<file path="src/rtl/ts_packet_transmitter_if.sv">
// Packet-buffer pull handshake and byte-parallel TS output bundle.
// The slave side is the transmitter; the master side is the upstream buffer / sink.
interface ts_packet_transmitter_if;
  logic       PACKET_READY;
  logic [7:0] IN_DATA;
  logic       IN_VALID;
  logic       GIVE_ME_ONE_PACKET;
  logic [7:0] DATA_OUT;
  logic       DCLK_OUT;
  logic       D_VALID;
  logic       P_SYNC;
  logic       BUSY;
  logic       SYNC_ERR;
  logic       TIMEOUT_ERR;

  modport master (
    output PACKET_READY, IN_DATA, IN_VALID,
    input  GIVE_ME_ONE_PACKET, DATA_OUT, DCLK_OUT, D_VALID, P_SYNC,
           BUSY, SYNC_ERR, TIMEOUT_ERR
  );

  modport slave (
    input  PACKET_READY, IN_DATA, IN_VALID,
    output GIVE_ME_ONE_PACKET, DATA_OUT, DCLK_OUT, D_VALID, P_SYNC,
           BUSY, SYNC_ERR, TIMEOUT_ERR
  );
endinterface

</file>
<file path="src/rtl/ts_packet_transmitter.sv">
// Pulls one TS packet from upstream into a local RAM, checks the sync byte,
// then replays it as a byte-parallel stream clocked by an internal DCLK.
module ts_packet_transmitter #(
  parameter int         PKT_LEN      = 188,
  parameter int         CLK_DIV      = 4,
  parameter int         GAP_BYTES    = 0,
  parameter logic [7:0] SYNC_BYTE    = 8'h47,
  parameter int         LOAD_TIMEOUT = 1023
) (
  input  logic                   SYS_CLK,
  input  logic                   RST,
  ts_packet_transmitter_if.slave ts
);

  localparam int DIV_W = (CLK_DIV > 2) ? $clog2(CLK_DIV) : 1;
  localparam int TMO_W = $clog2(LOAD_TIMEOUT + 1);
  localparam logic [DIV_W-1:0] DIV_LAST = DIV_W'(CLK_DIV - 1);
  localparam logic [DIV_W-1:0] DIV_HALF = DIV_W'(CLK_DIV / 2);
  localparam logic [TMO_W-1:0] TMO_LAST = TMO_W'(LOAD_TIMEOUT - 1);
  localparam logic [7:0]       LAST_IDX = 8'(PKT_LEN - 1);
  localparam logic [7:0]       PKT_END  = 8'(PKT_LEN);
  localparam logic [7:0]       GAP_LAST = (GAP_BYTES > 0) ? 8'(GAP_BYTES - 1) : 8'd0;

  typedef enum logic [2:0] {IDLE, LOAD, WAIT_BND, SEND, GAP} state_t;

  state_t           state;
  logic [DIV_W-1:0] div_cnt;
  logic [DIV_W-1:0] div_nxt;
  logic             bnd;
  logic [7:0]       wr_idx;
  logic [7:0]       rd_idx;
  logic [7:0]       gap_cnt;
  logic [TMO_W-1:0] tmo_cnt;
  logic             sync_ok;
  logic             last_byte_ok;
  logic [7:0]       pkt_ram [PKT_LEN];

  function automatic logic [TMO_W-1:0] sat_inc(input logic [TMO_W-1:0] v);
    return (v == {TMO_W{1'b1}}) ? v : v + 1'b1;
  endfunction

  // bnd marks the edge that opens a new byte period (div_cnt wraps to 0, DCLK falls)
  assign bnd     = (div_cnt == DIV_LAST);
  assign div_nxt = bnd ? '0 : div_cnt + 1'b1;
  // byte 0 may be arriving this very cycle when the packet is one byte long
  assign last_byte_ok = (wr_idx == 8'd0) ? (ts.IN_DATA == SYNC_BYTE) : sync_ok;

  always_ff @(posedge SYS_CLK or negedge RST) begin
    if (!RST) begin
      div_cnt     <= '0;
      ts.DCLK_OUT <= 1'b0;
    end else begin
      div_cnt     <= div_nxt;
      ts.DCLK_OUT <= (div_nxt >= DIV_HALF);
    end
  end

  always_ff @(posedge SYS_CLK) begin
    if (state == LOAD && ts.IN_VALID)
      pkt_ram[wr_idx] <= ts.IN_DATA;
  end

  always_ff @(posedge SYS_CLK or negedge RST) begin
    if (!RST) begin
      state                 <= IDLE;
      wr_idx                <= '0;
      rd_idx                <= '0;
      gap_cnt               <= '0;
      tmo_cnt               <= '0;
      sync_ok               <= 1'b0;
      ts.GIVE_ME_ONE_PACKET <= 1'b0;
      ts.DATA_OUT           <= '0;
      ts.D_VALID            <= 1'b0;
      ts.P_SYNC             <= 1'b0;
      ts.BUSY               <= 1'b0;
      ts.SYNC_ERR           <= 1'b0;
      ts.TIMEOUT_ERR        <= 1'b0;
    end else begin
      ts.GIVE_ME_ONE_PACKET <= 1'b0;
      ts.SYNC_ERR           <= 1'b0;
      ts.TIMEOUT_ERR        <= 1'b0;
      case (state)
        IDLE: begin
          if (bnd) begin
            ts.DATA_OUT <= '0;
            ts.D_VALID  <= 1'b0;
            ts.P_SYNC   <= 1'b0;
          end
          if (ts.PACKET_READY) begin
            ts.GIVE_ME_ONE_PACKET <= 1'b1;
            ts.BUSY               <= 1'b1;
            wr_idx                <= '0;
            tmo_cnt               <= '0;
            state                 <= LOAD;
          end
        end
        LOAD: begin
          // an arriving byte takes priority over an expiring timeout
          if (ts.IN_VALID) begin
            wr_idx  <= wr_idx + 8'd1;
            tmo_cnt <= '0;
            if (wr_idx == 8'd0)
              sync_ok <= (ts.IN_DATA == SYNC_BYTE);
            if (wr_idx == LAST_IDX) begin
              if (last_byte_ok) begin
                state <= WAIT_BND;
              end else begin
                ts.SYNC_ERR <= 1'b1;
                ts.BUSY     <= 1'b0;
                state       <= IDLE;
              end
            end
          end else if (tmo_cnt >= TMO_LAST) begin
            ts.TIMEOUT_ERR <= 1'b1;
            ts.BUSY        <= 1'b0;
            state          <= IDLE;
          end else begin
            tmo_cnt <= sat_inc(tmo_cnt);
          end
        end
        WAIT_BND: begin
          if (bnd) begin
            ts.DATA_OUT <= pkt_ram[0];
            ts.D_VALID  <= 1'b1;
            ts.P_SYNC   <= 1'b1;
            rd_idx      <= 8'd1;
            state       <= SEND;
          end
        end
        SEND: begin
          if (bnd) begin
            if (rd_idx == PKT_END) begin
              ts.DATA_OUT <= '0;
              ts.D_VALID  <= 1'b0;
              ts.P_SYNC   <= 1'b0;
              if (GAP_BYTES > 0) begin
                gap_cnt <= '0;
                state   <= GAP;
              end else begin
                ts.BUSY <= 1'b0;
                state   <= IDLE;
              end
            end else begin
              ts.DATA_OUT <= pkt_ram[rd_idx];
              ts.P_SYNC   <= 1'b0;
              rd_idx      <= rd_idx + 8'd1;
            end
          end
        end
        GAP: begin
          if (bnd) begin
            if (gap_cnt == GAP_LAST) begin
              ts.BUSY <= 1'b0;
              state   <= IDLE;
            end else begin
              gap_cnt <= gap_cnt + 8'd1;
            end
          end
        end
        default: state <= IDLE;
      endcase
    end
  end

endmodule
</file>
<file path="src/flat_wrapper.sv">
// flat-port wrapper written by rule: the top's interface ports become plain ports
module ts_packet_transmitter_flat 
#(
  parameter int         PKT_LEN      = 188,
  parameter int         CLK_DIV      = 4,
  parameter int         GAP_BYTES    = 0,
  parameter logic [7:0] SYNC_BYTE    = 8'h47,
  parameter int         LOAD_TIMEOUT = 1023
)
  (SYS_CLK, RST, ts_PACKET_READY, ts_IN_DATA, ts_IN_VALID, ts_GIVE_ME_ONE_PACKET, ts_DATA_OUT, ts_DCLK_OUT, ts_D_VALID, ts_P_SYNC, ts_BUSY, ts_SYNC_ERR, ts_TIMEOUT_ERR);
  ts_packet_transmitter_if ts_i ();
  input  logic SYS_CLK;
  input  logic RST;
  input wire logic [$bits(ts_i.PACKET_READY)-1:0] ts_PACKET_READY;
  input wire logic [$bits(ts_i.IN_DATA)-1:0] ts_IN_DATA;
  input wire logic [$bits(ts_i.IN_VALID)-1:0] ts_IN_VALID;
  output wire logic [$bits(ts_i.GIVE_ME_ONE_PACKET)-1:0] ts_GIVE_ME_ONE_PACKET;
  output wire logic [$bits(ts_i.DATA_OUT)-1:0] ts_DATA_OUT;
  output wire logic [$bits(ts_i.DCLK_OUT)-1:0] ts_DCLK_OUT;
  output wire logic [$bits(ts_i.D_VALID)-1:0] ts_D_VALID;
  output wire logic [$bits(ts_i.P_SYNC)-1:0] ts_P_SYNC;
  output wire logic [$bits(ts_i.BUSY)-1:0] ts_BUSY;
  output wire logic [$bits(ts_i.SYNC_ERR)-1:0] ts_SYNC_ERR;
  output wire logic [$bits(ts_i.TIMEOUT_ERR)-1:0] ts_TIMEOUT_ERR;
  assign ts_i.PACKET_READY = ts_PACKET_READY;
  assign ts_i.IN_DATA = ts_IN_DATA;
  assign ts_i.IN_VALID = ts_IN_VALID;
  assign ts_GIVE_ME_ONE_PACKET = ts_i.GIVE_ME_ONE_PACKET;
  assign ts_DATA_OUT = ts_i.DATA_OUT;
  assign ts_DCLK_OUT = ts_i.DCLK_OUT;
  assign ts_D_VALID = ts_i.D_VALID;
  assign ts_P_SYNC = ts_i.P_SYNC;
  assign ts_BUSY = ts_i.BUSY;
  assign ts_SYNC_ERR = ts_i.SYNC_ERR;
  assign ts_TIMEOUT_ERR = ts_i.TIMEOUT_ERR;
  ts_packet_transmitter #(.PKT_LEN(PKT_LEN), .CLK_DIV(CLK_DIV), .GAP_BYTES(GAP_BYTES), .SYNC_BYTE(SYNC_BYTE), .LOAD_TIMEOUT(LOAD_TIMEOUT)) u_core (.SYS_CLK(SYS_CLK), .RST(RST), .ts(ts_i));
endmodule
</file>
<file path="config.mk">
export PLATFORM = sky130hd
export DESIGN_NAME = ts_packet_transmitter_flat
export DESIGN_NICKNAME = d
export VERILOG_FILES = /design/src/rtl/ts_packet_transmitter_if.sv /design/src/rtl/ts_packet_transmitter.sv /design/src/flat_wrapper.sv
export SDC_FILE = /design/constraint.sdc
export NUM_CORES = 2
export LEC_CHECK = 0
export ABC_AREA = 1
export CAP_MARGIN = 25
export CELL_PAD_IN_SITES_DETAIL_PLACEMENT = 0
export CELL_PAD_IN_SITES_GLOBAL_PLACEMENT = 1
export CORE_MARGIN = 3
export CORE_UTILIZATION = 40
export CTS_CLUSTER_DIAMETER = 150
export CTS_CLUSTER_SIZE = 24
export DETAILED_ROUTE_END_ITERATION = 6
export PLACE_DENSITY_LB_ADDON = 0.1
export SLEW_MARGIN = 10
export SYNTH_ARGS = -nofsm -noshare
export SYNTH_HDL_FRONTEND = slang
export SYNTH_SLANG_ARGS = --single-unit
</file>
<file path="constraint.sdc">
create_clock -name SYS_CLK -period 2.3 [get_ports SYS_CLK]
set_input_delay 0.46 -clock SYS_CLK [delete_from_list [all_inputs] [get_ports SYS_CLK]]
set_output_delay 0.46 -clock SYS_CLK [all_outputs]
set_load 0.01 [all_outputs]
</file>
==> out/summary.txt <==
status = complete, but fails checks
violated checks = negative setup slack
fin nets = 6,312
Power Density = 949 nW/um^2
EDFF count, synth = 1,504
worst-margin pin slew = 0.800 ns
CTS tree = yes
slowest stage delay, CP = 0.50 ns
port bufs = 26
syn_nets = 5,951
CTS root buf = clkbuf_16
final wirelength = 200 mm
Synth Area per Inst = 10.9 sq um
Die W = 408 um
clk_lat worst skew = 0.71 ns
Worst setup SP type = register
routed length per instance = 23.6 um
num rows = 147
vias = 43,500
vias in the first global route = 42,200
cts bufs inserted = 74
placed cell count = 8,334
critical path's slowest cell = dfrtp_4
ys async rst share = 0.0291
share of cells above drive strength 1 = 0.135
Sink Count = 1,549
detailed-placement wirelength estimate = 123 mm
Mapped Cells = 5,925
RSZ-0062 raised after global routing = yes
Leakage = 28.0 nW
VDD IR-drop max = 0.732 mV
Final Cycle Share = 1.15
Max Clock Freq = 0.379 GHz
synthesized cell area = 64,800 sq um
Post-Layout Cell Count = 8,466
CP Data Required Time = 2.91 ns
#FFs+latches synth = 1,549
Pre-antenna DRT Iters = 5
die area = 167,000 sq um
DR iter-0 viols = 3,773
max_slew headroom = 0.466
highest-count cells in the layout ignoring fill and taps = edfxtp_1, nand2_1, nor2_1
Core Region = 161,000 sq um
routability cong. = 0.842
Final ANT Viol Nets = 0
Max Cap Viol = 0
Final setup violation count = 11
Total GRT Usage = 0.236
fin util = 0.468
worst setup margin = -0.340 ns
routed vias/inst = 5.13
Crit Path Class = register to register
Final Skew = 0.0385 ns
CTS HTree Levels = 3
Initial Utilization = 0.403
Tmin final = 2.64 ns
DR DRC count = 0
CTS Buffer Depth = 3
CP most frequent cell = nand2_1
most common cell after layout, fill and taps aside = edfxtp_1
clock-pin slew on the worst setup and hold paths = 0.11 ns
number of library cell types mapped by synthesis = 34
top_reg_cell synth = edfxtp_1
initial antenna violation count = 5
Pins Over Slew Limit = 0
final hold violation count = 0
YS warnings = 0
largest net degree at the start of global routing = 99
area delta synth->final = 16.1%
critical-path maximum fanout = 20
gr ovfl total = 0
critical-path cell list = buf_12, clkinv_16, buf_16, buf_16, nand2_1, nand3_1, nand3_1, nand2_2, a21oi_2, nand2_2, nand2_1, nand2_2, nand2_4, nand3_1, nand2_1, nand2_1, nand2_1, nand2_1
worst hold margin = 0.0752 ns
die height = 408 um
HP Class = input port to register
sequential area share after synthesis = 0.715
Worst Path Arrival = 3.25 ns
crit path capture type = register
# IOs = 27
first-pass GRT wire length = 290 mm
## power breakdown
| part | total [mW] | internal (mW) | switching (mW) | leakage [nW] |
|---|---|---|---|---|
| sequential | 31.5 | 31.2 | 0.307 | 14.1 |
| clock | 14.8 | 6.13 | 8.71 | 0.981 |
| combinational | 25.1 | 9.08 | 16.0 | 12.9 |
## worst max-delay path: cells and delay by family (launching register included)
kind	cells	cell delay [ns]
flops	1	0.50
buf+inv	4	0.62
compound gates	1	0.16
simple gates	13	1.22
## cell usage after synthesis (all sizes together), types with 5 or more instances
cell / count / area (sq um)
a21oi: 92 / 460
and3: 8 / 50.1
buf: 156 / 928
clkbuf: 185 / 694
clkinv: 5 / 18.8
dfrtp: 45 / 1130
edfxtp: 1504 / 45200
ha: 14 / 175
inv: 298 / 1120
nand2: 1520 / 5710
nand3: 606 / 3030
nand4: 10 / 62.6
nor2: 1004 / 3770
nor3: 17 / 85.1
o211ai: 7 / 52.6
o21ai: 425 / 2130
o22ai: 5 / 31.3
or2: 11 / 68.8
## registers in the layout (all words and copies together), names as in the netlist
signal                        cells
u_core.ts.P_SYNC                  1
u_core.ts.SYNC_ERR                1
u_core.ts.DATA_OUT                8
u_core.ts.BUSY                    1
u_core.tmo_cnt                   10
u_core.rd_idx                     8
u_core.sync_ok                    1
u_core.ts.GIVE_ME_ONE_PACKET      1
u_core.pkt_ram                 1504
u_core.wr_idx                     8
u_core.state                      2
u_core.ts.D_VALID                 1
u_core.div_cnt                    2
u_core.ts.TIMEOUT_ERR             1
## metal layers
metal / global-route usage / vias to the layer above / part of all wire
li1: - / 20700 / -
met4: 0.0669 / 2 / 0.027
met2: 0.380 / 1070 / 0.47
met5: 0 / - / 0.000065
met1: 0.337 / 21500 / 0.46
met3: 0.0292 / 193 / 0.052
## area by class of cell
class                      count  area, sq um
fill                       14900        85500
sequential                  1549        46300
multi-input combinational   3732        16300
timing repair buffer         625         6720
tap                         2160         2700
clock buffer                  91         1980
inverter                     303         1190
clock inverter                 3         33.8
timing repair inverter         1         8.76
antenna                        2         5.00
## logic make-up after synthesis
family          Yosys count  synth area share
compound gates          537            0.0422
flops                  1549             0.715
fa+ha+maj                14           0.00270
buf+inv                 644            0.0427
simple gates           3181             0.198
## repair_timing
item,CTS,global route
pin swaps,22,26
buffers inserted,16,6
gates resized for setup,138,107
hold buffers,3,0
hold endpoints to repair,58,0
setup endpoints to repair,117,222
cloned,14,0
## through the flow
step	setup slack, ns	power (mW)	TNS (ns)	cell area (sq um)
finish	-0.340	71.4	-2.59	75200
global route	-0.454	75.2	-4.17	75200
CTS	-0.312	71.7	-2.82	74900
detailed placement	-0.803	54.8	-65.75	71700
global placement	-0.834	54.8	-55.46	71700
floorplan	0.0339	44.9	0	64800
## worst paths after layout
path | cells past startpoint | slack (ns) | to | from
max | 18 | -0.34 | u_core.ts.DATA_OUT[1]$_DFFE_PN0P_ | u_core.rd_idx[0]$_DFFE_PN0P_
min | 1 | 0.08 | u_core.pkt_ram[77][2]$_DFFE_PP_ | ts_IN_DATA[2]
max reg2reg | 18 | -0.34 | u_core.ts.DATA_OUT[1]$_DFFE_PN0P_ | u_core.rd_idx[0]$_DFFE_PN0P_
min reg2reg | 1 | 0.43 | u_core.div_cnt[0]$_DFF_PN0_ | u_core.div_cnt[0]$_DFF_PN0_
max in group asynchronous | 3 | 1.73 | u_core.rd_idx[1]$_DFFE_PN0P_ | RST
min in group asynchronous | 3 | 0.27 | u_core.tmo_cnt[8]$_DFFE_PN0P_ | RST
(Power assumes the default switching activity.)
==> RTL change (same flow settings) <==
`CLK_DIV` is set to 4 in 2 places; all go to 8.
--- a/src/rtl/ts_packet_transmitter.sv
+++ b/src/rtl/ts_packet_transmitter.sv
@@ -2,7 +2,7 @@
 // then replays it as a byte-parallel stream clocked by an internal DCLK.
 module ts_packet_transmitter #(
   parameter int         PKT_LEN      = 188,
-  parameter int         CLK_DIV      = 4,
+  parameter int         CLK_DIV      = 8,
   parameter int         GAP_BYTES    = 0,
   parameter logic [7:0] SYNC_BYTE    = 8'h47,
   parameter int         LOAD_TIMEOUT = 1023
--- a/src/flat_wrapper.sv
+++ b/src/flat_wrapper.sv
@@ -2,7 +2,7 @@
 module ts_packet_transmitter_flat 
 #(
   parameter int         PKT_LEN      = 188,
-  parameter int         CLK_DIV      = 4,
+  parameter int         CLK_DIV      = 8,
   parameter int         GAP_BYTES    = 0,
   parameter logic [7:0] SYNC_BYTE    = 8'h47,
   parameter int         LOAD_TIMEOUT = 1023
Function: not settled (the Yosys comparison gave no result); the edit may change what the design does.
==> RTL change against the original RTL <==
The run still ends with setup timing left; setup slack improved by 0.040 ns; sequential cell count increased by 1; total power decreased by 7.1%; clock skew increased by 0.0045 ns; cell area increased by 1.6%; wire length increased by 3.5%; synthesized area increased by 0.99%; synthesized cell count increased by 2.7%; highest routed layer is now met4.
==> RTL change: results (changes against the original RTL) <==
status: "finished with violations"
violations: "setup timing"
yosysSeqAreaShare_pct: 70.8  # -0.66 points
synth_area_per_cell_um2: 10.8  # -1.7%
vias: 44700  # +2.9%
hold_slack_ns: 0.144  # +0.0685 ns
grt_util_met2_pct: 39.1  # +1.1 points
drt_pre_antenna_iters: 6  # +1
grt_pass1_wl_um: 299000  # +3.0%
synthAdderAreaFrac_pct: 0.287  # +0.016 points
setup_tns_ns: -2.25  # +0.338 ns
slowest_delay_ns: 0.54  # +0.04 ns
ctsResizeCount: 121  # -12%
grt_use_total_pct: 24.3  # +0.67 points
dr.first_iter.drc_count: 4400  # +17%
synthTopCellsByArea: "edfxtp_1 69%, nand2_1 9.1%, nor2_1 5.8%"
met1_usage_pct: 35.7  # +2.0 points
nets: 6522  # +3.3%
synth_common_cells: "1584 x nand2_1, 1504 x edfxtp_1, 1010 x nor2_1, 537 x nand3_1, 429 x inv_1"
setup_viol: 11  # unchanged
hpwlAfterDp_um: 129000  # +4.8%
routed.top_layer: "met4"
grt_max_degree: 114  # +15%
clk-insertion-delay-late_ns: 0.73  # +0.02 ns
dp.cells: 8535  # +2.4%
p_clk_w: 0.0153  # +3%
place_area_mm2: 0.0728  # +1.5%
fin_ws_ns: -0.299  # +0.0403 ns
met2_wirelength_um: 96400  # +3.7%
synth_compound_area_share_pct: 4.44  # +0.22 points
peakVddDrop_v: 0.000648  # -11%
relSlewSlack_pct: 50.7  # +4.0 points
synthXorXnorAreaFrac_pct: 0.0134  # +0.013 points
use_met3_pct: 2.66  # -0.26 points
antenna_cells: 0  # -2
post_cts_buffers: 17  # +1
gp_congestion: 0.864  # +2.5%
skew_ns: 0.0430  # +0.00453 ns
==> RTL change: worst paths after layout <==
check / startpoint / endpoint / cells after the start
worst max-delay path: u_core.rd_idx[0]$_DFFE_PN0P_ / u_core.ts.DATA_OUT[2]$_DFFE_PN0P_ / 19
worst min-delay path: ts_IN_DATA[5] / u_core.pkt_ram[85][5]$_DFFE_PP_ / 1
worst max register to register: u_core.rd_idx[0]$_DFFE_PN0P_ / u_core.ts.DATA_OUT[2]$_DFFE_PN0P_ / 19
worst min register to register: u_core.div_cnt[0]$_DFF_PN0_ / u_core.div_cnt[0]$_DFF_PN0_ / 1
max in group asynchronous: RST / u_core.tmo_cnt[6]$_DFFE_PN0P_ / 3
min in group asynchronous: RST / u_core.ts.BUSY$_DFFE_PN0P_ / 2
==> RTL change: layout make-up <==
class                   count  area, µm²
clock buffers             113       2040
flip-flops and latches   1550      46300
multi-input cells        3757      16400
repair inverters            2       25.0
inverters                 436       1670
fillers                 14900      85000
clock inverters             6       73.8
repair buffers            674       7180
well taps                2160       2700
